`config.mk`:
```
export PLATFORM = sky130hd
export DESIGN_NAME = supervised_regwin
export DESIGN_NICKNAME = d
export VERILOG_FILES = /design/src/rtl/supervised_regwin.sv
export SDC_FILE = /design/constraint.sdc
export NUM_CORES = 1
export LEC_CHECK = 0
export CORE_AREA = 5 5 261 263
export CTS_BUF_LIST = sky130_fd_sc_hd__clkbuf_16
export CTS_CLUSTER_SIZE = 20
export DETAILED_ROUTE_END_ITERATION = 12
export DIE_AREA = 0 0 266 268
export GPL_ROUTABILITY_DRIVEN = 1
export PLACE_DENSITY = 0.34
export SYNTH_ARGS = -nofsm -noshare
export SYNTH_HDL_FRONTEND = slang
export SYNTH_SLANG_ARGS = --single-unit
```
`constraint.sdc`:
```
create_clock -name sysclk -period 3.2 [get_ports sysclk]
set_input_delay 0.64 -clock sysclk [delete_from_list [all_inputs] [get_ports sysclk]]
set_output_delay 0.64 -clock sysclk [all_outputs]
set_load 0.02 [all_outputs]
```
`src/rtl/supervised_regwin.sv`:
```
// Supervisor window for a Synapse316 core: NPEEK mailbox registers at the top of the
// register file, halt/step fetch gating and a host Avalon-MM slave. Optional breakpoint: SUPERVISED_REGWIN_BKPT_EN.
module supervised_regwin #(
   parameter int NREGS  = 16,
   parameter int NPEEK  = 2,
   parameter int ADDR_W = 16
) (
   input  logic                  sysclk,
   input  logic                  sysreset,
   input  logic                  mcu_wait,
   input  logic [15:0]           rom_code_in,
   input  logic                  rom_code_ready,
   input  logic [ADDR_W-1:0]     tg_code_addr,
   output logic [15:0]           tg_code_in,
   output logic                  tg_code_ready,
   input  logic [16*NREGS-1:0]   r_in,
   output logic [16*NREGS-1:0]   tg_r,
   input  logic [NREGS-1:0]      tg_r_read,
   input  logic [NREGS-1:0]      tg_r_load,
   input  logic [15:0]           r_load_data,
   output logic [NREGS-1:0]      r_read,
   output logic [NREGS-1:0]      r_load,
   input  logic [3:0]            av_address,
   input  logic                  av_read,
   input  logic                  av_write,
   input  logic [15:0]           av_writedata,
   output logic [15:0]           av_readdata,
   output logic                  av_waitrequest
);

   localparam int BASE = NREGS - NPEEK;

   logic [15:0]      peek [NPEEK];
   logic [NPEEK-1:0] dirty;
   logic             halted;
   logic             step_armed;
   logic [15:0]      fetch_cnt;

   logic             bkpt_match;
   logic             gate;
   logic             accept;
   logic [2:0]       status_bkpt;
   logic [15:0]      bkpt_rd;
   logic             unused_bkpt;
   logic [15:0]      status;
   logic [15:0]      rd_mux;

   // Host decode; halt_req beats resume when both are written together.
   logic       ctrl_wr, cnt_wr, bkpt_wr, peek_sel, peek_wr, peek_rd;
   logic       halt_req, resume, step_req;
   logic [2:0] peek_idx;

   assign ctrl_wr  = av_write && (av_address == 4'd0);
   assign bkpt_wr  = av_write && (av_address == 4'd2);
   assign cnt_wr   = av_write && (av_address == 4'd3);
   assign peek_idx = av_address[2:0];
   assign peek_sel = av_address[3] && (int'(peek_idx) < NPEEK);
   assign peek_wr  = av_write && peek_sel;
   assign peek_rd  = av_read && peek_sel;
   assign halt_req = ctrl_wr && av_writedata[0];
   assign resume   = ctrl_wr && av_writedata[1] && !av_writedata[0];
   assign step_req = ctrl_wr && av_writedata[2];

   assign gate          = mcu_wait | (halted & ~step_armed) | bkpt_match;
   assign tg_code_ready = rom_code_ready & ~gate;
   assign tg_code_in    = gate ? 16'hFFFF : rom_code_in;
   assign accept        = tg_code_ready;

   assign av_waitrequest = 1'b0;

`ifdef SUPERVISED_REGWIN_BKPT_EN
   logic              bkpt_en;
   logic              bkpt_hit;
   logic              skip;
   logic [ADDR_W-1:0] bkpt_addr;

   assign bkpt_match = bkpt_en & ~step_armed & ~skip & ~halted & (tg_code_addr == bkpt_addr);

   always_ff @(posedge sysclk) begin
      if (!sysreset) begin
         bkpt_en   <= 1'b0;
         bkpt_hit  <= 1'b0;
         skip      <= 1'b0;
         bkpt_addr <= '0;
      end else begin
         if (ctrl_wr) bkpt_en <= av_writedata[3];
         if (bkpt_wr) bkpt_addr <= ADDR_W'(av_writedata);
         if (bkpt_match) bkpt_hit <= 1'b1;
         else if (resume || step_req) bkpt_hit <= 1'b0;
         // skip masks the compare until the core actually takes the resumed fetch
         if (resume) skip <= 1'b1;
         else if (accept) skip <= 1'b0;
      end
   end

   assign status_bkpt = {bkpt_en, 1'b0, bkpt_hit};
   assign bkpt_rd     = 16'(bkpt_addr);
   assign unused_bkpt = 1'b0;
`else
   assign bkpt_match  = 1'b0;
   assign status_bkpt = 3'b000;
   assign bkpt_rd     = 16'h0000;
   assign unused_bkpt = ^tg_code_addr;
`endif

   // NOTE: state uses <= so every register samples pre-edge values regardless of statement order.
   always_ff @(posedge sysclk) begin
      if (!sysreset) begin
         halted     <= 1'b0;
         step_armed <= 1'b0;
         fetch_cnt  <= 16'h0000;
         dirty      <= '0;
         // NOTE: the mailbox array is architecturally visible after reset, so it is reset too.
         for (int k = 0; k < NPEEK; k++) peek[k] <= 16'h0000;
      end else begin
         if (halt_req || bkpt_match) halted <= 1'b1;
         else if (resume) halted <= 1'b0;

         if (step_req && halted) step_armed <= 1'b1;
         else if (accept) step_armed <= 1'b0;

         if (cnt_wr) fetch_cnt <= 16'h0000;
         else if (accept) fetch_cnt <= fetch_cnt + 16'd1;

         // core load beats host poke; a host read only clears dirty if no load lands
         for (int k = 0; k < NPEEK; k++) begin
            if (tg_r_load[BASE+k]) begin
               peek[k]  <= r_load_data;
               dirty[k] <= 1'b1;
            end else begin
               if (peek_wr && peek_idx == 3'(k)) peek[k] <= av_writedata;
               if (peek_rd && peek_idx == 3'(k)) dirty[k] <= 1'b0;
            end
         end
      end
   end

   assign status = {8'(dirty), 4'b0000, status_bkpt, halted};

   // NOTE: rd_mux gets a default first so no path through the case can infer a latch.
   always_comb begin
      rd_mux = 16'h0000;
      case (av_address)
         4'd1:    rd_mux = status;
         4'd2:    rd_mux = bkpt_rd;
         4'd3:    rd_mux = fetch_cnt;
         default: begin
            for (int k = 0; k < NPEEK; k++)
               if (peek_sel && peek_idx == 3'(k)) rd_mux = peek[k];
         end
      endcase
   end

   always_ff @(posedge sysclk) begin
      if (!sysreset) av_readdata <= 16'h0000;
      else if (av_read) av_readdata <= rd_mux;
   end

   for (genvar i = 0; i < NREGS; i++) begin : g_regs
      if (i < BASE) begin : g_pass
         assign tg_r[16*i +: 16] = r_in[16*i +: 16];
         assign r_read[i]        = tg_r_read[i];
         assign r_load[i]        = tg_r_load[i];
      end else begin : g_peek
         assign tg_r[16*i +: 16] = peek[i-BASE];
         assign r_read[i]        = 1'b0;
         assign r_load[i]        = 1'b0;
      end
   end

   logic unused_inputs;
   assign unused_inputs = ^{r_in[16*NREGS-1:16*BASE], tg_r_read[NREGS-1:BASE], unused_bkpt};

endmodule

```
Yosys cells after proc, flatten, opt, wreduce, memory -nomap -nowiden
Memories as Yosys holds them, arrays and structs flattened.
Cells that the tools add are included.
{ "word_totals": {"register_bits": 36, "mem_bits_rw": 32, "in_bits": 362, "wordCells": 78, "memories": 1} }
{ "memory_table": {"columns": ["memory", "depth", "word_bits", "rd", "rd_clocked_by_memory_dff", "write_ports", "line", "text"], "rows": [
  ["peek", 2, 16, 2, 0, 2, "33", "logic [15:0] peek [NPEEK];"]
]} }
{ "op_classes": {"add_sub_neg": 1, "n_lt_le_gt_ge": 1, "n_eq_ne": 4, "muxes": 31, "bitwise_logic": 10, "n_reduce_logical": 24} }
{ "ops": {"columns": ["cell", "count"], "rows": [
  ["$mux 16", 7],
  ["$pmux 16 s3", 1],
  ["$mux 1", 23],
  ["$add 16x1->16 const B", 1],
  ["$logic_and 1x1->1", 16],
  ["$eq 4x2->1 const B", 2],
  ["$reduce_bool 2->1", 4],
  ["$or 1x1->1", 5],
  ["$eq 4x1->1 const B", 1],
  ["$logic_not 4->1", 1],
  ["$eq 3x1->1 const B", 1],
  ["$logic_not 3->1", 1],
  ["$lt 3x2->1 const B", 1],
  ["$not 1->1", 3],
  ["$and 1x1->1", 2],
  ["$reduce_or 2->1", 1],
  ["$logic_not 1->1", 1]
]} }

Depth between registers and ports, before layout
{ "depth": {"word_depth": 9, "mapped_depth": 7, "depth_no_buf": 5} }

Worst setup path after synthesis
No wires, ideal clock.
{ "synth_path": {"path_kind": "input-to-reg", "start": "input port av_address[1]", "end": "memory peek[1][0], enable pin", "arrival_ns": 1.949, "path_slack_ns": 0.876, "cell_stages": 5, "path_buffers": 2, "path_cell_list": "buf_2 > and4bb_2 > and3_1 > clkbuf_1 > nand2b_1"} }
{ "synth_lines": {"columns": ["element", "line", "text"], "rows": [
  ["start: declaration", "23", "input logic [3:0] av_address,"],
  ["end: declaration", "33", null]
]} }

Worst setup path after layout
{ "layout_path": {"start": "input port mcu_wait", "end": "output port tg_code_in[4]"} }
{ "layout_via": {"elab_chain_cells": 2} }
{ "layout_lines": {"columns": ["element", "line", "text"], "rows": [
  ["start: declaration", "10", "input logic mcu_wait,"],
  ["$or 1x1->1", "64", "assign gate = mcu_wait | (halted & ~step_armed) | bkpt_match;"],
  ["$mux 16", "66", "assign tg_code_in = gate ? 16'hFFFF : rom_code_in;"],
  ["end: declaration", "14", "output logic [15:0] tg_code_in,"]
]} }
No other way between the ends.

==> flow_summary_export.csv <==
group,metric,value,unit
run_status,status,"completed",
clock_network,clock_path_buffers,2,
cells_and_area,fin_util,0.09154,
floorplanning,die_area,71290,um2
worst_setup_path,crit_path_max_fanout,17,
worst_setup_path,crit_family,"buffers and inverters",
worst_setup_path,end_kind,"primary output",
pwr,peakVddDrop,0.1925,mV
timing,slew_headroom,0.5341,
route,avgRoutedWirePerCell,15.25,um
cells_and_area,n_antenna_cell,0,
timing,fin_crit,2.935,ns
worst_setup_path,cp.required,2.56,ns
placed_design,gp_congestion,0.7337,
worst_setup_path,path_cells,"clkdlybuf4s50_1 > or3_1 > clkdlybuf4s50_1",
synth,synth_edf_count,32,
hold_path,hold_path_class,"register to register",
floorplanning,die_w,266,um
pwr,power_frac_comb,0.178,
synth,async_flop_share,0,
synth,ys_seq_area_frac,0.3215,
global_routing,grt_max_degree,33,
clock_network,clock_latency,0.33,ns
cells_and_area,final_nets,834,
floorplanning,pin_count,684,
hold_path,hold_depth,2,
flow_run,maxCapViolations,0,
synth,synth_cell_types,45,
cells_and_area,drive_above_1_share,0.08403,
global_routing,grt_pass1_vias,3687,
timing,fin_crit_sh,0.9172,
global_routing,antenna_found_initial,1,
synth,ys.flop_type,"dfxtp_1",
route,routed_wl,20430,um
route,vias,3565,
timing,rsz0062_at_grt,"no",
pwr,p_int,0.001832,W
timing,setup_tns,0,ns
pwr,p_sw_frac,0.2688,
timing,hold_violations,0,
global_routing,track_usage,0.05397,
global_routing,grt_pass1_wl,27940,um
clock_network,path_clk_slew,0.06,ns
floorplanning,core_area,65390,um2
worst_setup_path,max_stage_delay,0.64,ns
worst_setup_path,cp.depth,3,
clock_network,cts-root-buf,"clkbuf_16",
floorplanning,rows,94,
placed_design,hpwlAfterDp,16880,um
route,ant_nets,0,
timing,skew,0.007869,ns
pwr,power_density,418.6,nW/um2
pwr,leakage,1.802,nW
synth,syn_avg_cell_area,8.719,um2
global_routing,grt_overflow,0,
clock_network,cts-resized-gates,0,
route,dr.pass1.iters,5,
worst_setup_path,start_kind,"input port",
placed_design,io_buffer_count,124,
worst_setup_path,reg2reg_depth,5,
synth,synth_warnings,0,
clock_network,cts_tree,"done",
timing,finalMaxSlewViolations,0,
route,avgViaCountPerCell,2.660,
floorplanning,start_util,0.08000,
pwr,clockPowerShare,0.416,
clock_network,cts_buffers,9,
synth,ys_seq_elements,68,
clock_network,post_cts_buffers,0,
worst_setup_path,crit_path_frequent_cell,"clkdlybuf4s50_1",
worst_setup_path,path_class,"input port to primary output",
route,drt_iter0_drc,172,
timing,fmax,0.3407,GHz
pwr,sequentialPowerShare,0.406,
route,drc_errors,0,
clock_network,htreeDepth,3,
floorplanning,dieHeight,268,um
clock_network,cts_hold_buf,0,
worst_setup_path,cp.arrival,2.30,ns
worst_setup_path,crit_slowest_cell,"clkdlybuf4s50_1",
timing,finalSetupViolCount,0,
synth,netlist_area,5231,um2
worst_setup_path,cp.buffers_inverters,2,
synth,syn_inst,600,
pwr,switching_power,0.0006736,W
timing,tightest_slew,0.6989,ns
clock_network,cts_sinks,68,
cells_and_area,area_delta_synth_final,14.42,%
-- state kept, by name (all words and copies together), names as in the netlist --
signal / flops
av_readdata: 16
fetch_cnt: 16
halted: 1
step_armed: 1
dirty: 2
peek: 32
-- final cells by class --
class | instances | area [um2]
clock inverter | 6 | 60.06
clock buffer | 10 | 250.2
inverter | 7 | 26.28
tap | 864 | 1081
sequential | 68 | 1682
timing repair buffer | 138 | 1369
multi-input combinational | 247 | 1518
fill | 7631 | 59410
-- final timing paths --
path / end / slack [ns] / from
worst max-delay path: tg_code_in[4] / 0.26 / mcu_wait
worst min-delay path: dirty[0] / 0.50 / dirty[0]
worst max register to register: fetch_cnt[15] / 1.20 / halted
worst min register to register: dirty[0] / 0.50 / dirty[0]
-- metal layers --
| layer | global-route usage | up-vias | share of wire |
|---|---|---|---|
| met5 | 0.001318 | - | 0 |
| met4 | 0.02922 | 0 | 0.049 |
| met3 | 0.02985 | 76 | 0.13 |
| met2 | 0.07991 | 288 | 0.42 |
| met1 | 0.06210 | 1659 | 0.40 |
| li1 | - | 1542 | - |
-- synth_stat cells (6+ instances only) --
library cell | n | share of area
a22o_1 | 16 | 0.027
nand2b_1 | 6 | 0.0072
nand2_1 | 43 | 0.031
edfxtp_1 | 32 | 0.18
a21oi_1 | 26 | 0.025
dfxtp_1 | 36 | 0.14
nor2_1 | 18 | 0.013
inv_1 | 7 | 0.0050
a222oi_1 | 13 | 0.025
clkbuf_1 | 19 | 0.014
o21ai_0 | 37 | 0.035
buf_4 | 257 | 0.37
or3_1 | 20 | 0.024
-- through the flow --
stage	instances	worst slack, ns	hold WS, ns	power, W	area [um2]
3_3_place_gp	1324	0.2057	0.4735	0.001496	5675
3_5_place_dp	1324	0.1818	0.4867	0.001495	5675
2_1_floorplan	604	0.8758	0.4504	0.001655	5246
6_report	1340	0.2649	0.4957	0.002506	5986
4_1_cts	1340	0.2442	0.5008	0.002553	5986
5_1_grt	1340	0.1375	0.5295	0.002607	5986
-- cell families (layout without fill, tap and decap cells) --
logic type      count (synthesis)  after routing  share of synthesized area
other cells                     1              5                  0.0007168
buf+inv                       289            161                     0.3942
simple gates                  126            126                     0.1308
mux                             4              4                   0.007654
fa+ha+maj                       1              1                   0.002391
compound gates                105            105                     0.1327
flops                          68             68                     0.3215
xor+xnor                        6              6                    0.01005
-- power groups by stage --
stage / Combinational [W] / Clock (W) / Sequential [W]
after floorplan: 0.000580 / 0 / 0.00108
after global placement: 0.000456 / 0 / 0.00104
after detailed placement: 0.000456 / 0 / 0.00104
after CTS: 0.000458 / 0.00107 / 0.00102
after global routing: 0.000479 / 0.00110 / 0.00103
final: 0.000446 / 0.00104 / 0.00102
-- worst register-to-register path, cell delays in order, from the launching register on --
cell and delay [ns]:
dfxtp_1 0.36, nor2b_1 0.15, buf_4 0.20, or3_1 0.54, or4_1 0.52, a21oi_1 0.15
-- placed cells by master, fill, tap and decap left out, drive strengths merged, types with 2 or more instances in the layout --
| master | count |
|---|---|
| clkdlybuf4s50 | 123 |
| nand2 | 43 |
| o21ai | 37 |
| dfxtp | 36 |
| edfxtp | 32 |
| a21oi | 26 |
| or3 | 21 |
| nor2 | 18 |
| a22o | 16 |
| buf | 15 |
| a222oi | 13 |
| clkbuf | 10 |
| inv | 10 |
| nand2b | 7 |
| nand3 | 6 |
| o31ai | 5 |
| or4 | 5 |
| conb | 5 |
| and3 | 4 |
| mux2i | 4 |
| nand4b | 4 |
| xnor2 | 4 |
| nand4 | 4 |
| nor2b | 3 |
| nor3 | 3 |
| o21a | 3 |
| and4bb | 2 |
| nor4 | 2 |
| xor2 | 2 |
| nor4b | 2 |
(Power assumes the default switching activity.)
